--- config.mk ---
export PLATFORM = sky130hd
export DESIGN_NAME = adc_frame_transmitter
export DESIGN_NICKNAME = d
export VERILOG_FILES = /design/src/rtl/adc_frame_transmitter.sv
export SDC_FILE = /design/constraint.sdc
export NUM_CORES = 1
export LEC_CHECK = 0
export BUFFER_PORTS_ARGS = -buffer_cell sky130_fd_sc_hd__buf_4
export CAP_MARGIN = 20
export CELL_PAD_IN_SITES_DETAIL_PLACEMENT = 1
export CELL_PAD_IN_SITES_GLOBAL_PLACEMENT = 2
export CORE_MARGIN = 3
export CORE_UTILIZATION = 30
export CTS_BUF_LIST = sky130_fd_sc_hd__clkbuf_4 sky130_fd_sc_hd__clkbuf_8
export DETAILED_ROUTE_END_ITERATION = 7
export PLACE_DENSITY_LB_ADDON = 0.1
export SYNTH_ARGS = -nofsm -noshare
export SYNTH_HDL_FRONTEND = slang
export SYNTH_SLANG_ARGS = --single-unit
--- constraint.sdc ---
create_clock -name tx_std_clkout -period 5 [get_ports tx_std_clkout]
set_input_delay 1 -clock tx_std_clkout [delete_from_list [all_inputs] [get_ports tx_std_clkout]]
set_output_delay 1 -clock tx_std_clkout [all_outputs]
set_load 0.005 [all_outputs]
--- src/rtl/adc_frame_transmitter.sv ---
// Transmit-side framer: wraps a 16-bit ADC sample stream into START/TS/payload/END link frames
// and fills every other slot with comma words on the transceiver TX parallel interface.
module adc_frame_transmitter #(
  parameter int          FRAME_LEN  = 128,
  parameter logic [15:0] START_WORD = 16'hDEAD,
  parameter logic [15:0] END_WORD   = 16'hBEEF,
  parameter logic [15:0] IDLE_WORD  = 16'hBCBC,
  parameter logic [15:0] TS_INIT    = 16'h0000,
  parameter int          IDLE_GAP   = 0
) (
  input  logic        tx_std_clkout,
  input  logic        rst_n,
  input  logic        link_ready,
  input  logic        enable,
  input  logic [15:0] sample_data,
  input  logic        sample_valid,
  output logic        sample_ready,
  input  logic        ts_load,
  input  logic [15:0] ts_load_value,
  output logic [15:0] TX_data,
  output logic [1:0]  tx_datak,
  output logic        frame_active,
  output logic        frame_start,
  output logic [15:0] time_stamp,
  output logic [15:0] underflow_cnt
);

  // state_q names the word that the next rising edge puts on TX_data.
  // state   | meaning
  // IDLE    | send comma, wait for link_ready & enable
  // START   | send START_WORD
  // TS      | send current time stamp
  // PAYLOAD | send one sample (or repeat last on underflow), FRAME_LEN-3 slots
  // END     | send END_WORD, advance time stamp
  // GAP     | send IDLE_GAP forced commas between frames
  typedef enum logic [2:0] {
    S_IDLE, S_START, S_TS, S_PAYLOAD, S_END, S_GAP
  } state_t;

  localparam logic [15:0] PAY_LAST = 16'(FRAME_LEN - 4);
  localparam logic [15:0] GAP_LAST = 16'((IDLE_GAP > 0) ? IDLE_GAP - 1 : 0);

  state_t      state_q, state_d;
  logic [15:0] cnt_q, cnt_d;
  logic [15:0] data_q, data_d;
  logic [1:0]  datak_q, datak_d;
  logic        active_q, active_d;
  logic        start_q, start_d;
  logic [15:0] last_q, last_d;
  logic [15:0] under_q, under_d;
  logic [15:0] ts_q, ts_d;
  logic        go_frame;

  assign go_frame = link_ready & enable;

  always_comb begin
    state_d      = state_q;
    cnt_d        = cnt_q;
    data_d       = IDLE_WORD;
    datak_d      = 2'b11;
    active_d     = 1'b0;
    start_d      = 1'b0;
    last_d       = last_q;
    under_d      = under_q;
    ts_d         = ts_q;
    sample_ready = 1'b0;

    if ((state_q inside {S_START, S_TS, S_PAYLOAD, S_END}) && !link_ready) begin
      // Link lost: drop the frame without END_WORD and without advancing the time stamp.
      state_d = S_IDLE;
      cnt_d   = '0;
    end else begin
      case (state_q)
        S_IDLE: begin
          if (go_frame) state_d = S_START;
        end
        S_START: begin
          data_d   = START_WORD;
          datak_d  = 2'b00;
          active_d = 1'b1;
          start_d  = 1'b1;
          state_d  = S_TS;
        end
        S_TS: begin
          data_d   = ts_q;
          datak_d  = 2'b00;
          active_d = 1'b1;
          cnt_d    = '0;
          state_d  = S_PAYLOAD;
        end
        S_PAYLOAD: begin
          sample_ready = 1'b1;
          datak_d      = 2'b00;
          active_d     = 1'b1;
          if (sample_valid) begin
            data_d = sample_data;
            last_d = sample_data;
          end else begin
            data_d  = last_q;
            under_d = (under_q == 16'hFFFF) ? under_q : under_q + 16'd1;
          end
          if (cnt_q == PAY_LAST) begin
            cnt_d   = '0;
            state_d = S_END;
          end else begin
            cnt_d = cnt_q + 16'd1;
          end
        end
        S_END: begin
          data_d   = END_WORD;
          datak_d  = 2'b00;
          active_d = 1'b1;
          ts_d     = ts_q + 16'd1;
          cnt_d    = '0;
          if (IDLE_GAP > 0) state_d = S_GAP;
          else              state_d = go_frame ? S_START : S_IDLE;
        end
        S_GAP: begin
          if (cnt_q == GAP_LAST) begin
            cnt_d   = '0;
            state_d = go_frame ? S_START : S_IDLE;
          end else begin
            cnt_d = cnt_q + 16'd1;
          end
        end
        default: state_d = S_IDLE;
      endcase
    end

    if (ts_load) ts_d = ts_load_value;
  end

  always_ff @(posedge tx_std_clkout) begin
    if (!rst_n) begin
      state_q  <= S_IDLE;
      cnt_q    <= '0;
      data_q   <= IDLE_WORD;
      datak_q  <= 2'b11;
      active_q <= 1'b0;
      start_q  <= 1'b0;
      last_q   <= '0;
      under_q  <= '0;
      ts_q     <= TS_INIT;
    end else begin
      state_q  <= state_d;
      cnt_q    <= cnt_d;
      data_q   <= data_d;
      datak_q  <= datak_d;
      active_q <= active_d;
      start_q  <= start_d;
      last_q   <= last_d;
      under_q  <= under_d;
      ts_q     <= ts_d;
    end
  end

  assign TX_data       = data_q;
  assign tx_datak      = datak_q;
  assign frame_active  = active_q;
  assign frame_start   = start_q;
  assign time_stamp    = ts_q;
  assign underflow_cnt = under_q;

endmodule

# After elaboration in Yosys (flattened, before gate mapping)
# Cells that the tools add are included.
# classes
n_reduce_logical,14
n_bitwise,5
mux,18
eq_ne,11
addsub,3
# ops
cell,n
$mux W16,6
$pmux W16 S4,1
$add A16 B1 Y16 const B,3
$pmux W16 S3,1
$pmux W3 S6,1
$eq A16 B16 Y1 const B,1
$eq A16 B7 Y1 const B,1
$logic_not A16 Y1,1
$mux W3,3
$eq A3 B2 Y1 const B,2
$eq A3 B3 Y1 const B,2
$ne A2 B2 Y1 const B,3
$mux W1,5
$not A1 Y1,4
$reduce_and A2 Y1,2
$reduce_and A4 Y1,1
$reduce_bool A4 Y1,1
$reduce_or A2 Y1,2
$reduce_or A4 Y1,1
$eq A3 B1 Y1 const B,1
$logic_not A3 Y1,1
$reduce_and A3 Y1,1
$reduce_bool A3 Y1,1
$mux W2,1
5 further kinds,5
# word_totals
out_inout_bits,53
regBits,87
in_bits,38

# Logic depth before layout (Yosys ltp)
# logic_depth
depth_word,5
mapped_depth,8

# Worst setup path before layout
# OpenSTA, ideal clock, no wires.
# synth_path
path_kind,input-to-output
start,in link_ready
end,out sample_ready
setup_slack_ns,2.400
arrival_ns,1.600
cell_stages,3
path_buffers,1
cell_sequence,nand4b_1 -> clkinv_1 -> buf_1
# synth_between
elab_chain_len,3
# synth_lines
item,line_no,source
"start, declared",13,"input logic link_ready,"
$logic_not A1 Y1,68,"if ((state_q inside {S_START, S_TS, S_PAYLOAD, S_END}) && !link_ready) begin"
$logic_and A1 B1 Y1,68,
$mux W1,68,
"end, declared",17,"output logic sample_ready,"
# Every way passes these cells.

# Final worst setup path
# layout_path
start,reg state_q[2]
end,out sample_ready
# layout_between
elab_chain_len,4
# layout_lines
item,line_no,source
"start, declared",43,"state_t state_q, state_d;"
"start signal, assigned",145,state_q <= state_d;
"$eq A3 B1 Y1, or another cell as far along",68,
$reduce_bool A4 Y1,68,
$logic_and A1 B1 Y1,68,
$mux W1 *,68,
# Mark *: on every way between the ends. The rest lies on a longest branch, timed or not.

==> impl_metrics.py <==
metrics = {
    "clock_tree": {
        "clockBufferDepth": 2,
        "clk_latency_ns": 0.37,
        "numCtsBuffers": 9,
        "clk_pin_slew_ns": 0.08,
        "htreeDepth": 3,
        "clock_sinks": 86,
        "cts_hold_buf": 0,
        "cts_tree": "yes",
        "post-cts-setup-buffer-count": 0,
        "root_buffer": "clkbuf_8",
        "postCtsResizedCells": 0,
    },
    "worst_setup_path": {
        "path_max_fanout": 21,
        "worst_r2r_endpoint": "cnt_q[11]$_SDFFE_PP0P_",
        "r2r_start": "state_q[1]$_SDFFE_PP0P_",
        "r2r_cells": 7,
        "required_ns": 4.00,
        "start_kind": "flip-flop",
        "worstPathArrival_ns": 1.87,
        "critical_path_class": "flip-flop to output pin",
        "cp-end-kind": "output pin",
        "regToRegSetupSlack_ns": 2.60,
    },
    "drt": {
        "wl_per_cell_microns": 15.2,
        "detail_route.vias_per_cell": 4.95,
        "routed_wl_microns": 11400,
        "drc_errors": 0,
        "first_iter_violations": 127,
        "vias": 3724,
        "ant_nets": 0,
        "dr.pass1.iters": 4,
    },
    "cells_and_area": {
        "fin_util_pct": 38.6,
        "nets": 615,
        "diodes": 0,
        "final_area_sq_um": 5170,
        "area.growth.synth_to_final_pct": 24.0,
        "instances_no_fill": 752,
        "drive_gt1_share_pct": 21.5,
    },
    "synthesis": {
        "async_reset_ff_share_pct": 0,
        "synth_common_cells": "dfxtp_1, nand2_1, nor2_1",
        "yosys_most_used_dff": "dfxtp_1",
        "ys_seq_elements": 86,
        "synth_area_leader_cell": "dfxtp_1",
        "synth.avg_cell_area_sq_um": 8.45,
        "synth_area_leaders": "dfxtp_1, nand2_1, xnor2_1, o21ai_0, mux2i_1",
        "synth_edf_count": 0,
        "synth_top_family_by_area": "simple AND/OR/NAND/NOR gates",
        "synth.distinct_cells": 55,
        "synthAdderAreaFrac_pct": 1.80,
        "syn-num-nets": 537,
        "synth_compound_area_share_pct": 15.6,
        "synth_top_area_share_pct": 41.3,
        "yosysSeqAreaShare_pct": 41.3,
        "yosysMostFrequentCell": "dfxtp_1",
        "ys_warn_count": 0,
        "synthCells": 493,
        "synthesis.area_sq_um": 4170,
        "yosys.area_share.simple_pct": 24.5,
        "synth_xor_area_share_pct": 7.99,
        "synthMuxAreaShare_pct": 4.41,
    },
    "die": {
        "die_y_microns": 124,
        "core_sq_um": 13400,
        "fp.dieW_microns": 124,
        "die_area_sq_um": 15300,
        "rows": 42,
        "io_pins": 91,
        "start_util_pct": 31.1,
    },
    "sta": {
        "slew-limit-headroom_pct": 54.0,
        "finalHoldViolations": 0,
        "setup_violations": 0,
        "fin_setup_tns_ns": 0,
        "fin_crit_ns": 2.87,
        "worst_slew_pin_slew_ns": 0.689,
        "slew_viol_final": 0,
        "max_freq_mhz": 348,
        "skew_ns": 0.00530,
        "finalCritPeriodShare_pct": 57.4,
        "rsz0062_at_grt": "false",
        "worst_slack_ns": 2.13,
        "hold_slack_ns": 0.469,
    },
    "worst_hold_path": {
        "holdPathEnd": "last_q[12]$_SDFFE_PN0P_",
        "hold_depth": 2,
        "min_path_type": "flip-flop to flip-flop",
        "min_from": "last_q[12]$_SDFFE_PN0P_",
    },
    "pwr": {
        "combPwrFrac_pct": 9.8,
        "switchingPower_uw": 343,
        "p_int_mw": 1.03,
        "netSwitchingFraction_pct": 25.0,
        "clkPwrFrac_pct": 37.6,
        "fin_total_pwr_mw": 1.37,
        "powerDensity_nw_per_um2": 266,
        "pwr-share-seq_pct": 52.6,
        "p_leak_nw": 2.05,
        "ir_worst_vdd_mv": 0.110,
    },
    "placed_design": {
        "portBuffers": 90,
        "dp_hpwl_microns": 8420,
        "dpl.cell_count": 736,
        "placed_area_sq_um": 4960,
        "pre_cts_ws_ns": 2.18,
        "globalplace.congestion": 0.762,
    },
    "global_route": {
        "grt_pass1_vias": 3589,
        "grt_remaining_overflow": 0,
        "grt_usage_pct": 15.3,
        "antenna_found_initial": 0,
        "grt_pass1_wl_microns": 18200,
        "grt_max_degree": 55,
    },
    "run": {
        "cap_viol_max_count": 0,
    },
    "status": {
        "status": "completed",
    },
}
==> cell usage in the layout (no fill, tap or decap), drive strengths merged, types with 15 or more instances in the layout <==
master   n
a21boi  18
nor2    41
xor2    15
nand3   31
buf     94
nand2   58
mux2i   15
dfxtp   86
xnor2   23
a21oi   23
o21ai   38
==> per-layer routing <==
layer  part of all wire, %  GRT usage (%)  vias up
met2                    47           25.3       61
li1                      -              -     1872
met5                     0              0        -
met3                   4.7           3.63       13
met4                   1.8           6.23        0
met1                    46           19.2     1778
==> layout make-up <==
cell class	instances	area [sq um]
Fill cell	1625	8230
Multi-Input combinational cell	366	2260
Sequential cell	86	1720
Timing Repair Buffer	94	706
Tap cell	176	220
Clock buffer	12	159
Inverter	14	52.6
Clock inverter	4	45.0
==> power by group through the flow <==
stage | Combinational [mW] | Clock [mW] | Sequential (mW)
3_5_place_dp | 0.138 | 0 | 0.738
5_1_grt | 0.153 | 0.567 | 0.724
6_report | 0.135 | 0.516 | 0.721
4_1_cts | 0.138 | 0.536 | 0.722
3_3_place_gp | 0.136 | 0 | 0.738
2_1_floorplan | 0.0721 | 0 | 0.731
==> worst max path at each step <==
stage                       startpoint      endpoint  slack (ns)  cells after the start
3_5_place_dp                link_ready  sample_ready        2.18                      5
5_1_grt        state_q[2]$_SDFFE_PP0P_  sample_ready        1.98                      4
3_3_place_gp                link_ready  sample_ready        2.19                      5
6_report       state_q[2]$_SDFFE_PP0P_  sample_ready        2.13                      4
2_1_floorplan               link_ready  sample_ready        2.40                      3
4_1_cts        state_q[2]$_SDFFE_PP0P_  sample_ready        2.09                      4
==> state kept, by name, indices dropped and copies added (netlist names) <==
signal	flops
TX_data	16
cnt_q	16
frame_active	1
frame_start	1
last_q	16
state_q	3
time_stamp	16
tx_datak	1
underflow_cnt	16
==> worst max-delay path: stages, from the launching register on <==
cell and delay [ns]:
dfxtp_1 0.77, nand4b_1 0.28, clkinv_1 0.09, buf_4 0.21, buf_4 0.16
==> kinds of logic after synthesis <==
group,count (synthesis)
and+or+nand+nor,202
AOI/OAI and AO/OA,102
DFF,86
buffers and inverters,41
xor gates and xnor gates,38
muxes,18
adders and majority gates,6
Power figures use the tool's default switching activity.
